$ cat src/rtl/mips16_regfile_pkg.sv
// -----------------------------------------------------------------------------
// mips16_regfile_pkg
// Shared constants and helpers for the 16-bit MIPS register file.
//   REG_COUNT   : number of architectural registers
//   REG_ADDR_W  : width of a binary register address
//   DATA_W      : default register data width
//   R0_IDX      : index of the hardwired-zero register
//   onehot_to_index() : one-hot select -> binary index. It is also used by the
//                       hazard unit, so it lives here rather than in a module.
// -----------------------------------------------------------------------------
package mips16_regfile_pkg;

    localparam int REG_COUNT  = 16;
    localparam int REG_ADDR_W = 4;
    localparam int DATA_W     = 16;

    localparam logic [REG_ADDR_W-1:0] R0_IDX = '0;

    // OR-reduction of the indices of all set bits. For a one-hot input this is
    // exactly the set-bit index; for malformed inputs the result is meaningless
    // and callers must qualify it with a one-hot check.
    function automatic logic [REG_ADDR_W-1:0] onehot_to_index(
        input logic [REG_COUNT-1:0] oh
    );
        logic [REG_ADDR_W-1:0] idx;
        idx = '0;
        for (int i = 0; i < REG_COUNT; i++) begin
            if (oh[i]) begin
                idx = idx | REG_ADDR_W'(i);
            end
        end
        return idx;
    endfunction

endpackage

$ cat src/rtl/mips16_regfile_onehot_check.sv
// -----------------------------------------------------------------------------
// mips16_regfile_onehot_check
// Purely combinational qualifier for the write-select word coming from the
// 4-to-16 write-address decoder.
//   wsel      in  [REG_COUNT-1:0] one-hot write select
//   is_onehot out 1               exactly one bit of wsel is set
//   index     out [REG_ADDR_W-1:0] binary index of the set bit (valid only
//                                  when is_onehot=1)
// -----------------------------------------------------------------------------
module mips16_regfile_onehot_check
    import mips16_regfile_pkg::*;
(
    input  logic [REG_COUNT-1:0]  wsel,
    output logic                  is_onehot,
    output logic [REG_ADDR_W-1:0] index
);

    // Non-zero and clearing the lowest set bit leaves nothing: exactly one bit.
    assign is_onehot = (wsel != '0) && ((wsel & (wsel - REG_COUNT'(1))) == '0);
    assign index     = onehot_to_index(wsel);

endmodule

$ cat src/rtl/mips16_regfile.sv
// -----------------------------------------------------------------------------
// mips16_regfile
// 16 x WIDTH general-purpose register file for the 16-bit MIPS datapath.
// Two combinational read ports (ID stage), one write port (WB stage) addressed
// by a one-hot select, R0 hardwired to zero, optional same-cycle write-to-read
// bypass and a sticky error flag for malformed write selects.
//   clk       in  clock, all state updates on the rising edge
//   rst       in  synchronous active-high reset (priority over everything)
//   we        in  write enable
//   wsel      in  [15:0] one-hot write select
//   wdata     in  [WIDTH-1:0] write data
//   raddr_a   in  [3:0] read address port A (rs)
//   raddr_b   in  [3:0] read address port B (rt)
//   rdata_a   out [WIDTH-1:0] read data port A
//   rdata_b   out [WIDTH-1:0] read data port B
//   clear_err in  clears sel_err (a simultaneous new error wins)
//   sel_err   out sticky: a write was attempted with a non-one-hot wsel
// -----------------------------------------------------------------------------
module mips16_regfile
    import mips16_regfile_pkg::*;
#(
    parameter int WIDTH  = DATA_W,
    parameter int BYPASS = 1
) (
    input  logic                  clk,
    input  logic                  rst,
    input  logic                  we,
    input  logic [REG_COUNT-1:0]  wsel,
    input  logic [WIDTH-1:0]      wdata,
    input  logic [REG_ADDR_W-1:0] raddr_a,
    input  logic [REG_ADDR_W-1:0] raddr_b,
    output logic [WIDTH-1:0]      rdata_a,
    output logic [WIDTH-1:0]      rdata_b,
    input  logic                  clear_err,
    output logic                  sel_err
);

    localparam bit BYP_EN = (BYPASS != 0);

    logic [WIDTH-1:0]      regs_q [REG_COUNT];
    logic                  sel_err_q;
    logic                  sel_err_d;
    logic                  is_onehot;
    logic [REG_ADDR_W-1:0] widx;
    logic                  wvalid;
    logic                  byp_a;
    logic                  byp_b;

    mips16_regfile_onehot_check u_onehot_check (
        .wsel      (wsel),
        .is_onehot (is_onehot),
        .index     (widx)
    );

    assign wvalid = we && is_onehot;

    // A malformed select only counts when a write is actually requested.
    always_comb begin
        sel_err_d = sel_err_q;
        if (we && !is_onehot) begin
            sel_err_d = 1'b1;
        end else if (clear_err) begin
            sel_err_d = 1'b0;
        end
    end

    // R0 is never written, so its storage stays at its reset value; the read
    // path forces zero anyway so R0 reads are independent of storage.
    always_ff @(posedge clk) begin
        if (rst) begin
            for (int i = 0; i < REG_COUNT; i++) begin
                regs_q[i] <= '0;
            end
            sel_err_q <= 1'b0;
        end else begin
            if (wvalid && (widx != R0_IDX)) begin
                regs_q[widx] <= wdata;
            end
            sel_err_q <= sel_err_d;
        end
    end

    // Bypass never applies to R0 so the hardwired zero holds during writes.
    assign byp_a = BYP_EN && wvalid && (raddr_a == widx) && (raddr_a != R0_IDX);
    assign byp_b = BYP_EN && wvalid && (raddr_b == widx) && (raddr_b != R0_IDX);

    always_comb begin
        rdata_a = '0;
        rdata_b = '0;
        if (raddr_a != R0_IDX) begin
            rdata_a = byp_a ? wdata : regs_q[raddr_a];
        end
        if (raddr_b != R0_IDX) begin
            rdata_b = byp_b ? wdata : regs_q[raddr_b];
        end
    end

    assign sel_err = sel_err_q;

endmodule

$ cat config.mk
export PLATFORM = sky130hd
export DESIGN_NAME = mips16_regfile
export DESIGN_NICKNAME = d
export VERILOG_FILES = /design/src/rtl/mips16_regfile_pkg.sv /design/src/rtl/mips16_regfile_onehot_check.sv /design/src/rtl/mips16_regfile.sv
export SDC_FILE = /design/constraint.sdc
export NUM_CORES = 1
export LEC_CHECK = 0
export CAP_MARGIN = 0
export CORE_MARGIN = 5
export CORE_UTILIZATION = 40
export DETAILED_ROUTE_END_ITERATION = 10
export MAX_ROUTING_LAYER = met4
export PLACE_DENSITY = 0.63
export SYNTH_ARGS = -nofsm -noshare
export SYNTH_HDL_FRONTEND = slang
export SYNTH_SLANG_ARGS = --single-unit
$ cat constraint.sdc
create_clock -name clk -period 4.5 [get_ports clk]
set_clock_uncertainty 0.15 [all_clocks]
set_input_delay 0.9 -clock clk [delete_from_list [all_inputs] [get_ports clk]]
set_output_delay 0.9 -clock clk [all_outputs]
set_load 0.05 [all_outputs]
==> run summary, run 1 <==
Status
* finished, final reports clean — outcome

Logic synthesis
* 14,200 sq um — cell area after synthesis
* 1,011 — Post-Synthesis Cells
* 0.184% — Synth Area in XOR/XNOR
* 2.13% — synthesized-area fraction occupied by ao, oa, aoi and oai cells
* 257 — synthesized flop and latch total
* 0.0703% — post-synthesis share of cell area spent on full adders, half adders and majority gates
* sky130_fd_sc_hd__edfxtp_1 — Synth area leader
* multiplexers — dominant combinational cell family by area after synthesis
* 54.1% — sequential area share after synthesis
* 256 — number of synthesized flops with an enable pin
* 50 — unique cell type count in the Yosys netlist
* sky130_fd_sc_hd__edfxtp_1 54%, sky130_fd_sc_hd__mux4_2 25%, sky130_fd_sc_hd__nor2_1 6.5% — dominant cells by area after synthesis
* 0% — asr flop ratio synth
* 13.0% — fraction of the mapped netlist area in simple logic gates
* 27.7% — portion of netlist area occupied by mux cells
* 54.0% — post-synth top area share
* 14.1 sq um — mean instance size in the synthesized netlist
* sky130_fd_sc_hd__edfxtp_1 — most frequently used flop master after synthesis
* 0 — Yosys warning total

Finish
* 0 — Diodes inserted
* 1,193 — Post-layout nets
* 1,629 — Non-Filler Instances
* 50.6% — Util after Layout
* 25.8% — layout overhead on the synthesized area
* 35.3% — proportion of layout cells with a drive suffix above 1

STA
* 4.42 ns — Final min period
* 0.505 ns — tightest hold margin
* 226 MHz — Peak Freq
* 0 — # setup viols final
* 50.0% — Max-slew headroom
* 0.750 ns — slew at the pin closest to its max-slew limit
* 0 ns — Fin Setup TNS
* 0 — Final Hold Fails
* false — unrepaired setup endpoints after global routing
* 98.2% — share of the clock period used by the worst path after layout
* 0 — Pins Over Slew Limit

Floorplanning
* 35,400 sq um — area of the placeable core
* 199 um — die extent in y
* 199 um — horizontal die dimension
* 39,500 sq um — die outline area
* 40.2% — starting density of the core
* 77 — num ports
* 69 — # rows

Worst hold path
* flop to flop — worst hold path type
* sel_err — startpoint of the worst hold path

CTS
* 257 — number of sinks driven by the clock tree
* 0.53 ns — worst-skew pair later-pin latency
* 3 — worst-case clock buffer depth
* 0.06 ns — clock transition at the register clock pins on the worst setup and hold paths after CTS
* 1 — H-tree depth
* 28 — total CTS buffers
* done — CTS tree
* sky130_fd_sc_hd__clkbuf_16 — root cell of the clock tree

Placement
* 1,572 — cell total after placement
* 28.2 mm — detailed placer's ending HPWL
* 0.886 — RD Place Congestion
* 76 — count of input and output buffers

Drt
* 1,198 — starting DRC count in detailed routing
* 6.05 — drt via density
* 5 — drt first pass iters
* 0 — antenna violation net count after detailed routing
* 27.4 um — average wire length per cell after detail routing
* 44.6 mm — wire length reported by the detailed router
* 9,857 — overall via count from detail_route
* 0 — DRC violations left

Power and ir drop
* 343 nW/um^2 — Pwr per Cell Area
* 0.000273 V — maximum resistive drop on vdd
* 0.00587 uW — leakage dissipation
* 6140 uW — total chip power

Global routing
* 23.3% — combined global-route utilization of all metal layers
* 65.8 mm — global-route wire length before repair
* 0 — number of antenna violations at the first check in global routing
* 0 — leftover overflow at the end of global routing
* 54 — pin count of the biggest net entering global routing
* 10.2k — via count of the first global-routing pass

Worst setup path
* input pin to output port — Crit Path Class
* 3.37 ns — Arr. time, crit path
* sel_err — Reg-to-Reg Start
* input pin — type of element launching the critical path
* 8 — highest net fanout along the worst path
* output port — Worst Setup End Kind
* 3.45 ns — data required time of the worst path
* wsel[5] — CP Launch Point

Run
* 0 — Maximum Capacitance Violations

worst max-delay path, cell delays in order:
cell and delay, ns:
sky130_fd_sc_hd__dlygate4sd2_1 0.30, sky130_fd_sc_hd__buf_4 0.18, sky130_fd_sc_hd__nor3_2 0.18, sky130_fd_sc_hd__nand4_1 0.21, sky130_fd_sc_hd__a221oi_2 0.34, sky130_fd_sc_hd__nand3_2 0.15, sky130_fd_sc_hd__buf_6 0.15, sky130_fd_sc_hd__nor3_4 0.19
sky130_fd_sc_hd__buf_12 0.15, sky130_fd_sc_hd__buf_16 0.18, sky130_fd_sc_hd__mux2i_4 0.27, sky130_fd_sc_hd__buf_12 0.16
cell type report:
class | instances | area (sq um)
Inverter | 3 | 11.3
Sequential cell | 257 | 7710
Timing Repair Buffer | 182 | 2130
Clock buffer | 33 | 741
Tap cell | 461 | 577
Fill cell | 2978 | 17500
Clock inverter | 16 | 92.6
Multi-Input combinational cell | 677 | 6660
worst paths after layout:
| check | to | slack (ns) | depth (start not counted) |
|---|---|---|---|
| min | sel_err | 0.51 | 2 |
| max reg2reg | sel_err | 3.61 | 2 |
| max | rdata_b[9] | 0.08 | 12 |
| min reg2reg | sel_err | 0.51 | 2 |
registers in the layout, indices dropped and copies added (netlist names):
signal	count
sel_err	1
regs_q	256
cell usage after synthesis, types with 2 or more instances:
cell type	n
sky130_fd_sc_hd__or4_1	4
sky130_fd_sc_hd__buf_2	15
sky130_fd_sc_hd__nor4_1	4
sky130_fd_sc_hd__o32ai_1	2
sky130_fd_sc_hd__inv_1	3
sky130_fd_sc_hd__nand2_1	90
sky130_fd_sc_hd__o22ai_1	2
sky130_fd_sc_hd__nand3b_1	2
sky130_fd_sc_hd__edfxtp_1	256
sky130_fd_sc_hd__buf_1	4
sky130_fd_sc_hd__clkbuf_1	66
sky130_fd_sc_hd__o21bai_1	15
sky130_fd_sc_hd__nor3_1	2
sky130_fd_sc_hd__nor2b_1	2
sky130_fd_sc_hd__o221ai_1	2
sky130_fd_sc_hd__nand4b_1	3
sky130_fd_sc_hd__buf_6	4
sky130_fd_sc_hd__o31ai_1	2
sky130_fd_sc_hd__mux2i_1	34
sky130_fd_sc_hd__nand3_1	51
sky130_fd_sc_hd__mux4_2	160
sky130_fd_sc_hd__nand4_1	3
sky130_fd_sc_hd__nor3_4	2
sky130_fd_sc_hd__nor2_1	248
sky130_fd_sc_hd__nor4_4	3
sky130_fd_sc_hd__xnor2_1	3
sky130_fd_sc_hd__a31oi_1	2
sky130_fd_sc_hd__o21ba_2	2
sky130_fd_sc_hd__and3_1	4
layer usage:
layer | wire [um] | vias up | GRT usage (%)
li1 | - | 4200 | -
met1 | 16600 | 5064 | 30.0
met2 | 22400 | 484 | 38.0
met3 | 3930 | 109 | 4.59
met4 | 1700 | 0 | 7.09
met5 | 0 | - | -
what timing repair did:
item,4_1_cts,5_1_grt
buffers inserted,7,0
gates resized for setup,68,28
hold buffers,0,0
pin swaps,13,13
gates cloned,2,0
endpoints found under the setup margin,32,32
kinds of logic (layout without fill, tap and decap cells):
family	Yosys count	count (layout)
AO/OA/AOI/OAI	38	38
XOR/XNOR	3	3
adder cells (fa/ha/maj)	1	1
buffers and inverters	92	234
flip-flops	257	257
multiplexers	194	194
other	1	16
AND/OR/NAND/NOR	425	425
where the power goes:
part           internal [uW]  total, uW  switching, uW
combinational            589       1220            630
sequential              2750       2810           57.2
clock                   1210       2110            893
layout by cell type, fill, tap and decap left out, drive strengths merged, types with 3 or more instances in the layout:
cell type / netlist / layout
nor2: 248 / 248
buf: 23 / 144
nor3: 4 / 4
nand4: 3 / 3
mux2i: 34 / 34
or4: 5 / 5
dlygate4sd2: 0 / 5
nor4: 8 / 8
clkdlybuf4s50: 0 / 23
nand4b: 3 / 3
xnor2: 3 / 3
nand3: 51 / 51
o21bai: 15 / 15
mux4: 160 / 160
inv: 3 / 3
clkbuf: 66 / 38
o31ai: 3 / 3
and3: 4 / 4
clkinv: 0 / 14
nand2: 90 / 90
conb: 1 / 16
dlymetal6s2s: 0 / 4
edfxtp: 256 / 256
stage by stage:
step	cell area [sq um]	worst slack, ns
floorplan	14300	-0.0258
global placement	16600	-0.206
finish	17900	0.0816
global route	17900	0.00442
detailed placement	16600	-0.231
CTS	17900	0.000107
(Power assumes the default switching activity.)
==> run 2, diff against run 1 <==
--- a/config.mk
+++ b/config.mk
@@ -10,7 +10,7 @@
 export CORE_UTILIZATION = 40
 export DETAILED_ROUTE_END_ITERATION = 10
 export MAX_ROUTING_LAYER = met4
-export PLACE_DENSITY = 0.63
+export PLACE_DENSITY = 0.54
 export SYNTH_ARGS = -nofsm -noshare
 export SYNTH_HDL_FRONTEND = slang
 export SYNTH_SLANG_ARGS = --single-unit
==> constraint.sdc (replaced) <==
create_clock -name clk -period 4.8 [get_ports clk]
set_clock_uncertainty 0.15 [all_clocks]
set_input_delay 0.96 -clock clk [delete_from_list [all_inputs] [get_ports clk]]
set_output_delay 0.96 -clock clk [all_outputs]
set_load 0.05 [all_outputs]
==> run summary, run 2 (synthesized netlist as in run 1, its figures left out) <==
CTS
* 0 — hold-fix buffers at CTS, unchanged
* 3 — worst-case clock buffer depth, unchanged
* 1 — H-tree depth, unchanged
* done — CTS tree
* sky130_fd_sc_hd__clkbuf_16 — root cell of the clock tree
* 30 — total CTS buffers, +7.1%
* 0.06 ns — clock transition at the register clock pins on the worst setup and hold paths after CTS, about the same
* 0.56 ns — worst-skew pair later-pin latency, +0.03 ns
* 257 — number of sinks driven by the clock tree, unchanged

Global routing
* 67.6 mm — global-route wire length before repair, +2.8%
* 10.1k — via count of the first global-routing pass, -1.2%
* 0 — number of antenna violations at the first check in global routing, unchanged
* 54 — pin count of the biggest net entering global routing, unchanged
* 0 — leftover overflow at the end of global routing, unchanged
* 24.3% — combined global-route utilization of all metal layers, +0.90 points

Finish
* 23.7% — layout overhead on the synthesized area
* 0 — Diodes inserted, unchanged
* 49.8% — Util after Layout, -0.82 points
* 17,600 sq um — Finished Cell Area, -1.6%
* sky130_fd_sc_hd__edfxtp_1 — most frequent standard cell in the layout excluding fill and tap cells
* regs_q — Top reg by flops
* 1,184 — Post-layout nets, -0.75%
* 256 x sky130_fd_sc_hd__edfxtp_1, 247 x sky130_fd_sc_hd__nor2_1, 160 x sky130_fd_sc_hd__mux4_2, 90 x sky130_fd_sc_hd__nand2_1, 85 x sky130_fd_sc_hd__buf_4 — commonest cells after routing, fill and taps aside
* 256 — max FFs per register, unchanged
* 33.8% — proportion of layout cells with a drive suffix above 1, -1.4 points

Floorplanning
* 199 um — horizontal die dimension, unchanged
* 69 — # rows, unchanged
* 35,400 sq um — area of the placeable core, unchanged
* 77 — num ports, unchanged
* 39,500 sq um — die outline area, unchanged
* 199 um — die extent in y, unchanged
* 40.2% — starting density of the core, unchanged

Worst setup path
* output port — Worst Setup End Kind
* input pin — type of element launching the critical path
* 3.69 ns — data required time of the worst path, +0.24 ns
* 3.92 ns — flop-to-flop setup slack, +0.31 ns
* 6 — highest net fanout along the worst path, -2
* 3.58 ns — Arr. time, crit path, +0.21 ns
* input pin to output port — Crit Path Class

STA
* 0.757 ns — slew at the pin closest to its max-slew limit, +0.00705 ns
* 0.108 ns — Final Worst Setup Slack, +0.0262 ns
* 0 — # setup viols final, unchanged
* 4.69 ns — Final min period
* 0 — Final Hold Fails, unchanged
* 213 MHz — Peak Freq
* 97.8% — share of the clock period used by the worst path after layout
* 49.5% — Max-slew headroom, -0.47 points
* 0 — Pins Over Slew Limit, unchanged

Drt
* 9,780 — overall via count from detail_route, -0.78%
* 0 — antenna violation net count after detailed routing, unchanged
* 0 — DRC violations left, unchanged
* 5 — drt first pass iters, unchanged
* 6.02 — drt via density, -0.54%
* 1,061 — starting DRC count in detailed routing, -11%
* 46.7 mm — wire length reported by the detailed router, +4.5%
* 28.7 um — average wire length per cell after detail routing, +4.8%

Placement
* 30.4 mm — detailed placer's ending HPWL, +8.0%
* 16,400 sq um — area post-placement, -1.0%
* 0.840 — RD Place Congestion, -5.3%
* 76 — count of input and output buffers, unchanged
* -0.0699 ns — post-place setup slack, +0.161 ns

Status
* finished, final reports clean — outcome

Worst hold path
* flop to flop — worst hold path type

Power and ir drop
* 0.00581 uW — leakage dissipation, -1.1%
* 338 nW/um^2 — Pwr per Cell Area, -1.3%
* 0.000279 V — maximum resistive drop on vdd, +2.1%

Run
* 0 — Maximum Capacitance Violations, unchanged

[run 2: final cells by class]
cell class / instances / area [sq um]
sequential: 257 / 7710
inverter: 3 / 11.3
clock inverter: 22 / 191
tap: 461 / 577
fill: 3121 / 17800
timing repair buffer: 171 / 1960
multi-input combinational: 677 / 6410
clock buffer: 34 / 766
[run 2: path summary, 6_finish.rpt]
check,depth (start not counted),from,endpoint
max reg2reg,2,sel_err,sel_err
min,2,sel_err,sel_err
min reg2reg,2,sel_err,sel_err
max,11,wsel[15],rdata_b[8]
[run 2: per-stage QoR]
step / hold WS (ns) / setup TNS [ns] / power (uW) / std cells
after floorplan: 0.743 / 0 / 3260 / 1026
after global placement: 0.457 / -1.34 / 3750 / 1564
after detailed placement: 0.468 / -0.759 / 3760 / 1564
after CTS: 0.482 / 0 / 5980 / 1620
after global routing: 0.513 / -0.0858 / 6150 / 1625
final: 0.471 / 0 / 5960 / 1625
[run 2: metal layers]
metal | track usage (%) | part of all wire (%) | vias to the layer above
met5 | - | 0 | -
met4 | 5.27 | 2.3 | 0
met3 | 3.69 | 8.4 | 65
met2 | 39.9 | 51 | 469
met1 | 32.4 | 38 | 5055
li1 | - | - | 4191
[run 2: repair_timing]
action                                  in CTS  in global routing
gates cloned                                 0                  2
pin swaps                                    1                  8
endpoints found under the hold margin        0                  0
setup buffers                                0                  3
endpoints found under the setup margin      17                 32
gates resized for setup                      9                 30
[run 2: worst max-delay path: stages]
cell and delay [ns]:
sky130_fd_sc_hd__clkdlybuf4s50_1 0.50, sky130_fd_sc_hd__nor4_2 0.34, sky130_fd_sc_hd__buf_4 0.18, sky130_fd_sc_hd__nand2_1 0.10, sky130_fd_sc_hd__o32ai_2 0.31, sky130_fd_sc_hd__o221ai_2 0.17
sky130_fd_sc_hd__nor3_4 0.23, sky130_fd_sc_hd__buf_12 0.15, sky130_fd_sc_hd__clkbuf_16 0.17, sky130_fd_sc_hd__mux2i_2 0.28, sky130_fd_sc_hd__buf_12 0.17
[run 2: power breakdown]
group	switching (uW)	internal [uW]	leakage (uW)
logic	578	521	0.00290
clock network	924	1300	0.000470
registers	52.6	2580	0.00244
